File: config.mk
export PLATFORM = sky130hd
export DESIGN_NAME = phase_sequencer_flat
export DESIGN_NICKNAME = d
export VERILOG_FILES = /design/src/rtl/phase_sequencer_pkg.sv /design/src/rtl/phase_sequencer_if.sv /design/src/rtl/phase_sequencer_next_sel.sv /design/src/rtl/phase_sequencer.sv /design/src/flat_wrapper.sv
export SDC_FILE = /design/constraint.sdc
export NUM_CORES = 1
export LEC_CHECK = 0
export ABC_AREA = 1
export CAP_MARGIN = 20
export CELL_PAD_IN_SITES_DETAIL_PLACEMENT = 0
export CELL_PAD_IN_SITES_GLOBAL_PLACEMENT = 1
export CORE_MARGIN = 2
export CORE_UTILIZATION = 34
export CTS_CLUSTER_SIZE = 24
export DETAILED_ROUTE_END_ITERATION = 8
export PLACE_DENSITY_LB_ADDON = 0.12
export SLEW_MARGIN = 20
export SYNTH_ARGS = -nofsm -noshare
export SYNTH_HDL_FRONTEND = slang
export SYNTH_SLANG_ARGS = --single-unit
File: constraint.sdc
create_clock -name clk -period 1.5 [get_ports clk]
set_input_delay 0.3 -clock clk [delete_from_list [all_inputs] [get_ports clk]]
set_output_delay 0.3 -clock clk [all_outputs]
set_load 0.01 [all_outputs]
File: src/rtl/phase_sequencer_pkg.sv
// Shared constants for the pipeline phase sequencer: phase indices, default
// phase count, state encodings and the phase-index width helper.
package phase_pkg;

    localparam int PH_IF  = 0;
    localparam int PH_ID  = 1;
    localparam int PH_EX  = 2;
    localparam int PH_MEM = 3;
    localparam int PH_WB  = 4;

    localparam int NUM_PHASES_DEF = 5;

    localparam logic [0:0] ST_IDLE = 1'b0;
    localparam logic [0:0] ST_RUN  = 1'b1;

    // Width of a binary phase index, never below one bit.
    function automatic int phase_w(input int n);
        return (n > 2) ? $clog2(n) : 1;
    endfunction

endpackage

File: src/rtl/phase_sequencer_if.sv
// Control-unit <-> sequencer bundle; the master side is the core control unit,
// the slave side is the sequencer itself.
interface phase_sequencer_if
    import phase_pkg::*;
#(
    parameter int NUM_PHASES = NUM_PHASES_DEF,
    parameter int CNT_W      = 32
);
    localparam int PHASE_W = phase_w(NUM_PHASES);

    logic                  run;
    logic                  stall;
    logic [NUM_PHASES-1:0] skip_mask;
    logic [NUM_PHASES-1:0] phase_en;
    logic [PHASE_W-1:0]    phase_idx;
    logic                  busy;
    logic                  instr_done;
    logic [CNT_W-1:0]      instr_count;

    modport master (
        output run, stall, skip_mask,
        input  phase_en, phase_idx, busy, instr_done, instr_count
    );

    modport slave (
        input  run, stall, skip_mask,
        output phase_en, phase_idx, busy, instr_done, instr_count
    );

endinterface

File: src/rtl/phase_sequencer_next_sel.sv
// Priority search for the lowest non-skipped phase above the current one;
// o_wrap flags that the instruction has no later phase.
module phase_next_sel #(
    parameter int NUM_PHASES = 5,
    parameter int PHASE_W    = 3
) (
    input  logic [PHASE_W-1:0]    i_cur_idx,
    input  logic [NUM_PHASES-1:0] i_skip,
    output logic [PHASE_W-1:0]    o_next_idx,
    output logic                  o_wrap
);

    always_comb begin
        o_next_idx = '0;
        o_wrap     = 1'b1;
        for (int unsigned j = 0; j < NUM_PHASES; j++) begin
            if (o_wrap && (PHASE_W'(j) > i_cur_idx) && !i_skip[j]) begin
                o_next_idx = PHASE_W'(j);
                o_wrap     = 1'b0;
            end
        end
    end

endmodule

File: src/rtl/phase_sequencer.sv
// Multi-cycle pipeline phase sequencer: one-hot stage enables with phase
// skipping, stall hold, boundary-clean halt and a retired-instruction counter.
module phase_sequencer
    import phase_pkg::*;
#(
    parameter int NUM_PHASES = NUM_PHASES_DEF,
    parameter int CNT_W      = 32
) (
    input  logic              clk,
    input  logic              n_reset,
    phase_sequencer_if.slave  seq
);

    localparam int PHASE_W = phase_w(NUM_PHASES);

    logic [0:0]            r_state;
    logic [NUM_PHASES-1:0] r_phase_en;
    logic [PHASE_W-1:0]    r_phase_idx;
    logic                  r_busy;
    logic                  r_done;
    logic [CNT_W-1:0]      r_count;
    logic [NUM_PHASES-1:0] r_skip;

    logic [NUM_PHASES-1:0] w_eff_skip;
    logic [PHASE_W-1:0]    w_next_idx;
    logic                  w_wrap;

    // Phase 0 decides the instruction's skip set from the live mask; later
    // phases use the copy latched when phase 0 was left.
    assign w_eff_skip = (r_phase_idx == '0) ? seq.skip_mask : r_skip;

    phase_next_sel #(
        .NUM_PHASES (NUM_PHASES),
        .PHASE_W    (PHASE_W)
    ) u_next_sel (
        .i_cur_idx  (r_phase_idx),
        .i_skip     (w_eff_skip),
        .o_next_idx (w_next_idx),
        .o_wrap     (w_wrap)
    );

    always_ff @(posedge clk or negedge n_reset) begin
        if (!n_reset) begin
            r_state     <= ST_IDLE;
            r_phase_en  <= '0;
            r_phase_idx <= '0;
            r_busy      <= 1'b0;
            r_done      <= 1'b0;
            r_count     <= '0;
            r_skip      <= '0;
        end else begin
            r_done <= 1'b0;
            case (r_state)
                ST_IDLE: begin
                    if (seq.run) begin
                        r_state     <= ST_RUN;
                        r_phase_en  <= NUM_PHASES'(1);
                        r_phase_idx <= '0;
                        r_busy      <= 1'b1;
                    end
                end
                default: begin
                    if (!seq.stall) begin
                        if (r_phase_idx == '0) begin
                            r_skip <= seq.skip_mask;
                        end
                        if (w_wrap) begin
                            r_done      <= 1'b1;
                            r_count     <= r_count + CNT_W'(1);
                            r_phase_idx <= '0;
                            if (seq.run) begin
                                r_phase_en <= NUM_PHASES'(1);
                            end else begin
                                r_state    <= ST_IDLE;
                                r_phase_en <= '0;
                                r_busy     <= 1'b0;
                            end
                        end else begin
                            r_phase_en  <= NUM_PHASES'(1) << w_next_idx;
                            r_phase_idx <= w_next_idx;
                        end
                    end
                end
            endcase
        end
    end

    assign seq.phase_en    = r_phase_en;
    assign seq.phase_idx   = r_phase_idx;
    assign seq.busy        = r_busy;
    assign seq.instr_done  = r_done;
    assign seq.instr_count = r_count;

endmodule

File: src/flat_wrapper.sv
// flat-port wrapper written by rule: the top's interface ports become plain ports
module phase_sequencer_flat import phase_pkg::*;
#(
    parameter int NUM_PHASES = NUM_PHASES_DEF,
    parameter int CNT_W      = 32
)
  (clk, n_reset, seq_run, seq_stall, seq_skip_mask, seq_phase_en, seq_phase_idx, seq_busy, seq_instr_done, seq_instr_count);
  phase_sequencer_if #(.NUM_PHASES(NUM_PHASES), .CNT_W(CNT_W)) seq_i ();
  input  logic clk;
  input  logic n_reset;
  input wire logic [$bits(seq_i.run)-1:0] seq_run;
  input wire logic [$bits(seq_i.stall)-1:0] seq_stall;
  input wire logic [$bits(seq_i.skip_mask)-1:0] seq_skip_mask;
  output wire logic [$bits(seq_i.phase_en)-1:0] seq_phase_en;
  output wire logic [$bits(seq_i.phase_idx)-1:0] seq_phase_idx;
  output wire logic [$bits(seq_i.busy)-1:0] seq_busy;
  output wire logic [$bits(seq_i.instr_done)-1:0] seq_instr_done;
  output wire logic [$bits(seq_i.instr_count)-1:0] seq_instr_count;
  assign seq_i.run = seq_run;
  assign seq_i.stall = seq_stall;
  assign seq_i.skip_mask = seq_skip_mask;
  assign seq_phase_en = seq_i.phase_en;
  assign seq_phase_idx = seq_i.phase_idx;
  assign seq_busy = seq_i.busy;
  assign seq_instr_done = seq_i.instr_done;
  assign seq_instr_count = seq_i.instr_count;
  phase_sequencer #(.NUM_PHASES(NUM_PHASES), .CNT_W(CNT_W)) u_core (.clk(clk), .n_reset(n_reset), .seq(seq_i));
endmodule
==> results of run 1 <==
-- where the power goes --
| part | switching [mW] | internal (mW) |
|---|---|---|
| clock network | 0.432 | 0.373 |
| logic | 1.49 | 1.26 |
| registers | 0.151 | 1.45 |
| total | 2.08 | 3.09 |
-- metal layers --
metal | track usage | part of all wire | vias up | routed length (microns)
met5 | 0 | 0 | - | 0
met1 | 0.247 | 0.43 | 1315 | 3610
met4 | 0.0326 | 0.0099 | 0 | 82
li1 | - | - | 1457 | -
met3 | 0.0289 | 0.035 | 6 | 287
met2 | 0.377 | 0.52 | 41 | 4320
-- path summary, 6_finish.rpt --
| path | cells past startpoint | start | end | slack (ps) |
|---|---|---|---|---|
| setup / recovery | 9 | u_core.seq.phase_idx[1] | u_core.seq.instr_count[16] | -70 |
| hold / removal | 2 | u_core.seq.phase_en[3] | u_core.seq.phase_en[3] | 480 |
| setup reg to reg | 9 | u_core.seq.phase_idx[1] | u_core.seq.instr_count[16] | -70 |
| hold reg to reg | 2 | u_core.seq.phase_en[3] | u_core.seq.phase_en[3] | 480 |
| max in group asynchronous | 3 | n_reset | u_core.seq.instr_count[10] | 740 |
| min in group asynchronous | 3 | n_reset | u_core.seq.instr_count[29] | 520 |
-- cell type report --
| type | count | area share |
|---|---|---|
| well taps | 102 | 0.0298 |
| inverters | 20 | 0.0181 |
| clock buffers | 7 | 0.0202 |
| repair buffers | 138 | 0.274 |
| flip-flops and latches | 46 | 0.271 |
| clock inverters | 1 | 0.00117 |
| multi-input cells | 310 | 0.386 |
-- per-stage QoR --
step,setup TNS [ps],util
after floorplan,0,-
after global placement,-10740,0.480
after detailed placement,-11250,0.480
after CTS,-2490,0.539
after global routing,-5110,0.549
final,-2010,0.549
-- state kept, by name, summed over array words and instances, names as in the netlist --
register and flops:
u_core.seq.busy 1, u_core.r_skip 3, u_core.seq.phase_en 5, u_core.seq.phase_idx 3, u_core.r_state 1, u_core.seq.instr_done 1
u_core.seq.instr_count 32
-- cell usage in the layout (no fill, tap or decap), types with 2 or more instances in the layout --
cell             count
buf_12               3
buf_4               83
buf_6                4
clkbuf_8             6
clkdlybuf4s50_1      7
dfrtp_1             39
dfrtp_2              7
dlygate4sd2_1       33
dlymetal6s2s_1       5
inv_1               17
inv_2                2
mux2_2               3
nand2_1            164
nand2_2             25
nand2_4              2
nand2_8              4
nand3_1              7
nand3_2              2
nand3_4              3
nand3b_1             5
nor2_1              44
nor2_2               5
nor2_4               6
nor3_2               2
o21ai_1              4
xnor2_1             13
xor2_1              13
-- timing repair --
action                                  in CTS  in global routing
pin swaps                                    4                  2
gates cloned                                 3                  0
hold buffers                                 1                  0
endpoints found under the setup margin      72                 50
setup buffers                               32                  2
resized for setup                           75                 24
hold endpoints to repair                    46                  0
-- critical path: cells and delay by family (launching register included) --
family / cells / cell delay, ps
AND/OR/NAND/NOR: 8 / 850
flip-flops: 1 / 450
buffers and inverters: 1 / 160
-- kinds of logic after synthesis --
logic type / count (synthesis)
and+or+nand+nor: 268
adders and majority gates: 1
buffers and inverters: 26
xor gates and xnor gates: 26
DFF: 46
AOI/OAI and AO/OA: 9
muxes: 3
==> metrics, run 1 <==
status finished, violations left; failing checks setup timing; Area Overhead vs Synth 55.2%; Final Hold Viols 0; clk slew on worst S/H paths ~90 ps; CP arrival roughly 1800 ps; Die Y between 90 and 100 microns; slowest stage cell, crit path dfrtp_2; Power Total ~5.2 mW; vias per cell ~4.5; setup ws final -70.6 ps; clock sink count between 40 and 50; top post-synthesis cells by area dfrtp_1, nand2_1, nor2_1, xnor2_1, xor2_1; hold crit path type flip-flop to flip-flop; leak pwr roughly 2.3 nW; initial drt markers 83; first-pass GRT wire length 13.8 mm; CTS tree done; Unique masters post-synth 26; GRT overflow 0; ys flop type dfrtp_1; Mapped Cells about 380; top-area cell type share of the netlist area 0.417; Initial Util 0.353; Final nets 531; most frequent cell after synthesis nand2_1; GRT Total Usage 0.202; detailed-placement wirelength estimate ~5.7 mm; Peak Freq around 0.64 GHz; WHS 482 ps; register area between 1000 and 1500 sq um; critical path class flip-flop to flip-flop; clk root buf clkbuf_8; ANT nets after route 0; I/O Pins 51; Final setup viols 33; Synth Area in XOR/XNOR 0.0825; htree depth 2; Inst Count DP around 580; Max FO, Critical Path 8; Residual DRC 0; clk buf depth 2; GP Congestion roughly 0.85; die width roughly 94 microns; initial antenna violation count 0; Synth Area in Adders 0.00454; Post-synth ARST share 1.00; drt wl/cell about 13 microns; pwr dens approximately 1200 nW/um^2; Final Non-Filler Cells between 600 and 700; register area share after synthesis 0.417; Mapped Nets between 300 and 400; Worst slew margin 0.825; pre-CTS setup slack -326 ps; Tcrit/Tclk final 1.05; critical-path cell list nor2_4 > nand3_2 > nand3_4 > nand3_4 > nor2_4 > buf_6 > nand2_8 > nand2_1 > nand2_1; flops & latches, synth 46; max-slew violations 0; Yosys warning count 0; startpoint class of the critical path flip-flop; number of buffers created by CTS 5; Avg Cell Area, Syn roughly 7.3 sq um; Yosys top cell by area dfrtp_1; Slew @ Worst Pin ~260 ps; DR vias ~2,800; placed inst area roughly 3700 sq um; area of the multi-input gates between 1500 and 2000 sq um; clk_skew 8.89 ps; vias in the first global route between 2,000 and 3,000; Antenna diodes 0; Max Cap Viol 0; port bufs 49; latest clock arrival within the worst-skew pair roughly 300 ps; simple logic cell fraction of the synthesized area 0.413; drt total wl 8.30 mm; Synth Area in Compound Gates 0.0186; main combinational cell family by area after synthesis simple AND/OR/NAND/NOR gates; mux share of post-synthesis cell area 0.0122; ratio of cells with drive above 1 in the final layout 0.310; mapped cell area about 2800 sq um; Filler Cell Count 811; first-pass detailed-route iteration total 4; Die ar. ~8900 sq um; core area a little under 8000 sq um; type of destination of the critical path flip-flop; worst endpoint required time between 1500 and 2000 ps; EDFF count, synth 0; largest net degree at the start of global routing 47; design area 4280 sq um; maximum vdd drop about 0.9 mV; Crit path largest cell delay around 450 ps; RSZ-0062 raised after global routing yes; most frequent cells after synthesis nand2_1, nor2_1, dfrtp_1; fin crit period 1570 ps; row cnt 32
Power figures use the tool's default switching activity.
==> run 2, diff against run 1 <==
ABC_CLOCK_PERIOD_IN_PS = 1340   (was unset)
clock period = 1.34 ns   (was 1.5 ns; I/O delays follow)
==> metrics, run 2 (synthesis results as in run 1) <==
status finished, violations left; failing checks setup timing; Slew @ Worst Pin approximately 260 ps; Inst Count DP around 600; GRT Total Usage 0.212; Area Overhead vs Synth 67.0%; RSZ-0062 raised after global routing yes; max reg flops 32; Residual DRC 0; CTS tree done; vias per cell ~4.5; pwr dens between 1000 and 1500 nW/um^2; clk root buf clkbuf_8; clk buf depth 2; clock sink count 46; type of destination of the critical path flip-flop; most frequent cells in the layout nand2_1, buf_4, dfrtp_1, nor2_1, nand2_2; worst endpoint required time 1540 ps; initial drt markers 72; fin crit period 1650 ps; Antenna diodes 0; setup ws final -310 ps; Die Y approximately 94 microns; number of buffers created by CTS 5; drt total wl between 8 and 9 mm; Final Non-Filler Cells about 650; largest net degree at the start of global routing 47; DR vias 2,957; htree depth 2; Final setup viols 43; startpoint class of the critical path flip-flop; ratio of cells with drive above 1 in the final layout 0.405; Peak Freq between 0.6 and 0.7 GHz; design area approximately 4600 sq um; row cnt 32; pre-CTS setup slack -469 ps; Power Total ~6.7 mW; initial antenna violation count 0; vias in the first global route 3,034; GP Congestion ~0.88; port bufs just under 50; CP arrival about 1900 ps; Max Cap Viol 0; leak pwr between 2 and 2.5 nW; Final nets ~560; Initial Util 0.353; Tcrit/Tclk final 1.23; drt wl/cell roughly 14 microns; Die ar. between 8000 and 9000 sq um; GRT overflow 0; clk slew on worst S/H paths 100 ps; core area slightly below 8000 sq um; placed inst area a little under 4000 sq um; ANT nets after route 0; Final Hold Viols 0; latest clock arrival within the worst-skew pair just over 300 ps; maximum vdd drop between 1 and 1.5 mV; die width between 90 and 100 microns; first-pass detailed-route iteration total 4; hold crit path type input port to async pin; I/O Pins 51; WHS between 400 and 500 ps; max-slew violations 0; critical path class flip-flop to flip-flop; most common cell after layout, fill and taps aside nand2_1; Max FO, Critical Path 8; Worst slew margin 0.824; detailed-placement wirelength estimate just under 6 mm; Filler Cell Count about 780; clk_skew approximately 8 ps; first-pass GRT wire length between 10 and 15 mm
-- run 2: cell types whose count changed in the layout (fill, tap and decap cells not counted), sizes merged --
cell | before | now
clkdlybuf4s15 | 1 | 0
dlymetal6s2s | 5 | 0
clkinv | 1 | 0
bufinv | 0 | 2
buf | 91 | 135
clkdlybuf4s50 | 7 | 6
dlygate4sd2 | 33 | 18
clkbuf | 7 | 12
-- run 2: where the power goes --
part           internal, mW  leakage, nW  switching [mW]  total [mW]
clock                 0.796       0.0714           0.522        1.32
sequential             1.62        0.616           0.173        1.80
combinational          1.66         1.71            1.92        3.59
total                  4.08         2.40            2.62        6.70
-- run 2: layout make-up --
class | instances | area (sq um) | area share
Clock buffer | 6 | 82.6 | 0.0179
Sequential cell | 46 | 1150 | 0.250
Multi-Input combinational cell | 310 | 1740 | 0.377
Timing Repair Buffer | 166 | 1370 | 0.297
Clock inverter | 2 | 60.1 | 0.0130
Tap cell | 102 | 128 | 0.0277
Inverter | 20 | 77.6 | 0.0168
-- run 2: timing repair --
action / 4_1_cts / 5_1_grt
endpoints found under the hold margin: 46 / 0
gates resized for setup: 134 / 63
gates cloned: 3 / 0
hold buffers: 1 / 0
pin swaps: 5 / 7
buffers inserted: 43 / 13
endpoints found under the setup margin: 87 / 61
-- run 2: critical path: stages, from the launching register on --
cell and delay (ps):
dfrtp_2 450, nor2_4 210, nand3_2 110, nand3_4 130, nand3_4 90, nor2_4 150
buf_6 170, nand2_8 110, nand2_1 80, nand2_1 50
-- run 2: routing by layer --
| layer | share of wire | up-vias | track usage | wire, microns |
|---|---|---|---|---|
| met3 | 0.028 | 12 | 0.0457 | 254 |
| met2 | 0.51 | 50 | 0.371 | 4620 |
| met5 | 0 | - | 0 | 0 |
| met1 | 0.44 | 1384 | 0.261 | 3970 |
| met4 | 0.015 | 0 | 0.0580 | 132 |
| li1 | - | 1511 | - | - |
-- run 2: final timing paths --
path                            cells after the start                    endpoint  slack [ps]                    start
worst max-delay path                                9  u_core.seq.instr_count[19]        -310  u_core.seq.phase_idx[1]
worst min-delay path                                3  u_core.seq.instr_count[29]         470                  n_reset
worst max register to register                      9  u_core.seq.instr_count[19]        -310  u_core.seq.phase_idx[1]
worst min register to register                      2      u_core.seq.phase_en[4]         490   u_core.seq.phase_en[4]
max in group asynchronous                           3     u_core.seq.phase_idx[1]         640                  n_reset
min in group clk                                    2      u_core.seq.phase_en[4]         490   u_core.seq.phase_en[4]
-- run 2: stage by stage --
| step | utilization | setup TNS (ps) |
|---|---|---|
| after floorplan | - | -3110 |
| after CTS | 0.575 | -8340 |
| after detailed placement | 0.501 | -18090 |
| after global routing | 0.590 | -14300 |
| after global placement | 0.501 | -16660 |
| final | 0.590 | -10730 |
==> run 3, diff against run 2 <==
TNS_END_PERCENT = 1   (was unset)
==> metrics, run 3 (synthesis results as in run 1) <==
max reg flops 32; Final Hold Viols 0; htree depth 2; core area around 8000 sq um; CP arrival 1790 ps; drt total wl about 8 mm; Tcrit/Tclk final 1.19; row cnt 32; Peak Freq roughly 0.63 GHz; pwr dens roughly 1300 nW/um^2; Met2 Wirelength between 4 and 5 mm; leak pwr ~2.3 nW; GRT overflow 0; RSZ-0062 raised after global routing yes; ratio of cells with drive above 1 in the final layout 0.328; GP Congestion slightly above 0.8; Residual DRC 0; met3 WL 278 microns; I/O Pins approximately 50; most common cell after layout, fill and taps aside nand2_1; Max FO, Critical Path 8; area of the multi-input gates between 1500 and 2000 sq um; Antenna diodes 0; DR top layer met4; number of buffers created by CTS 5; Final nets 546; clk slew on worst S/H paths approximately 90 ps; clk_skew 10.5 ps; failing checks setup timing; Initial Util 0.353; startpoint class of the critical path flip-flop; worst endpoint required time 1540 ps; Worst slew margin 0.827; Sum Neg Setup Slack -9600 ps; largest net degree at the start of global routing between 40 and 50; clk buf depth 2; register area 1150 sq um; ANT nets after route 0; hold crit path type input port to async pin; Metal-1 WL around 3.7 mm; maximum vdd drop 0.990 mV; setup ws final -255 ps; Filler Cell Count between 700 and 800; Max Cap Viol 0; Die ar. roughly 8900 sq um; clk root buf clkbuf_8; placed inst area around 3900 sq um; type of destination of the critical path flip-flop; initial drt markers between 70 and 80; Final setup viols 46; drt wl/cell between 10 and 15 microns; Area Overhead vs Synth 53.5%; vias in the first global route between 2,000 and 3,000; Slew @ Worst Pin between 200 and 300 ps; CTS tree done; status finished, violations left; design area between 4000 and 5000 sq um; initial antenna violation count 0; vias per cell about 4.5; first-pass detailed-route iteration total 4; first-pass GRT wire length ~14 mm; most frequent cells in the layout nand2_1, buf_4, nor2_1, dfrtp_1; critical path class flip-flop to flip-flop; latest clock arrival within the worst-skew pair about 300 ps; DR vias 2,870; fin crit period ~1600 ps; detailed-placement wirelength estimate around 5.7 mm; max-slew violations 0; GRT Total Usage 0.203; port bufs 49; clock sink count 46; die width roughly 94 microns; pre-CTS setup slack -455 ps; Die Y roughly 94 microns
run 3: changes by cell type in the layout (fill, tap and decap cells not counted), moves of 4 or more:
cell	change
nand2_1	+27
nand2_2	-23
buf_6	-19
clkbuf_2	+4
nand2_4	-4
nor2_1	+4
nor2_4	-4
run 3: area by class of cell:
class                           count  area share
Sequential cell                    46       0.272
Clock inverter                      1     0.00118
Inverter                           20      0.0180
Clock buffer                        7      0.0204
Tap cell                          102      0.0301
Multi-Input combinational cell    310       0.375
Timing Repair Buffer              153       0.283
run 3: final timing paths:
check / from / end / slack (ps) / cells after the start
max: u_core.seq.phase_idx[1] / u_core.seq.instr_count[22] / -250 / 10
min: n_reset / u_core.seq.instr_count[28] / 480 / 3
max reg2reg: u_core.seq.phase_idx[1] / u_core.seq.instr_count[22] / -250 / 10
min reg2reg: u_core.seq.phase_en[4] / u_core.seq.phase_en[4] / 490 / 2
max in group asynchronous: n_reset / u_core.seq.phase_idx[1] / 610 / 3
min in group clk: u_core.seq.phase_en[4] / u_core.seq.phase_en[4] / 490 / 2
run 3: worst max-delay path, stage by stage, from the launching register on:
cell	delay, ps
dfrtp_2	450
buf_4	160
nor2_1	100
a21oi_1	60
nand2_1	110
inv_2	70
nor2_4	140
buf_12	170
nand2_8	90
nand2_1	70
nand2_1	50
run 3: where the power goes:
group          total, mW  internal (mW)  switching (mW)
clock              0.900          0.417           0.483
combinational       2.99           1.38            1.61
sequential          1.78           1.62           0.157
total               5.67           3.42            2.25
run 3: through the flow:
| step | power (mW) | instances | util | hold WS, ps |
|---|---|---|---|---|
| final | 5.67 | 639 | 0.542 | 479 |
| after global routing | 6.07 | 639 | 0.542 | 509 |
| after detailed placement | 4.21 | 598 | 0.500 | 276 |
| after CTS | 5.65 | 638 | 0.547 | 488 |
| after global placement | 4.18 | 598 | 0.500 | 273 |
| after floorplan | 3.13 | 379 | - | -27.6 |
run 3: repair_timing:
action                                 CTS  global route
cloned                                   3             0
gates resized for setup                 95            28
hold buffers                             1             0
endpoints found under the hold margin   46             0
pin swaps                                5             4
setup endpoints to repair               87            63
setup buffers                           28             1
run 3: routing by layer:
| layer | global-route usage | up-vias |
|---|---|---|
| li1 | - | 1491 |
| met5 | 0 | - |
| met1 | 0.253 | 1312 |
| met3 | 0.0353 | 14 |
| met2 | 0.354 | 53 |
| met4 | 0.0628 | 0 |
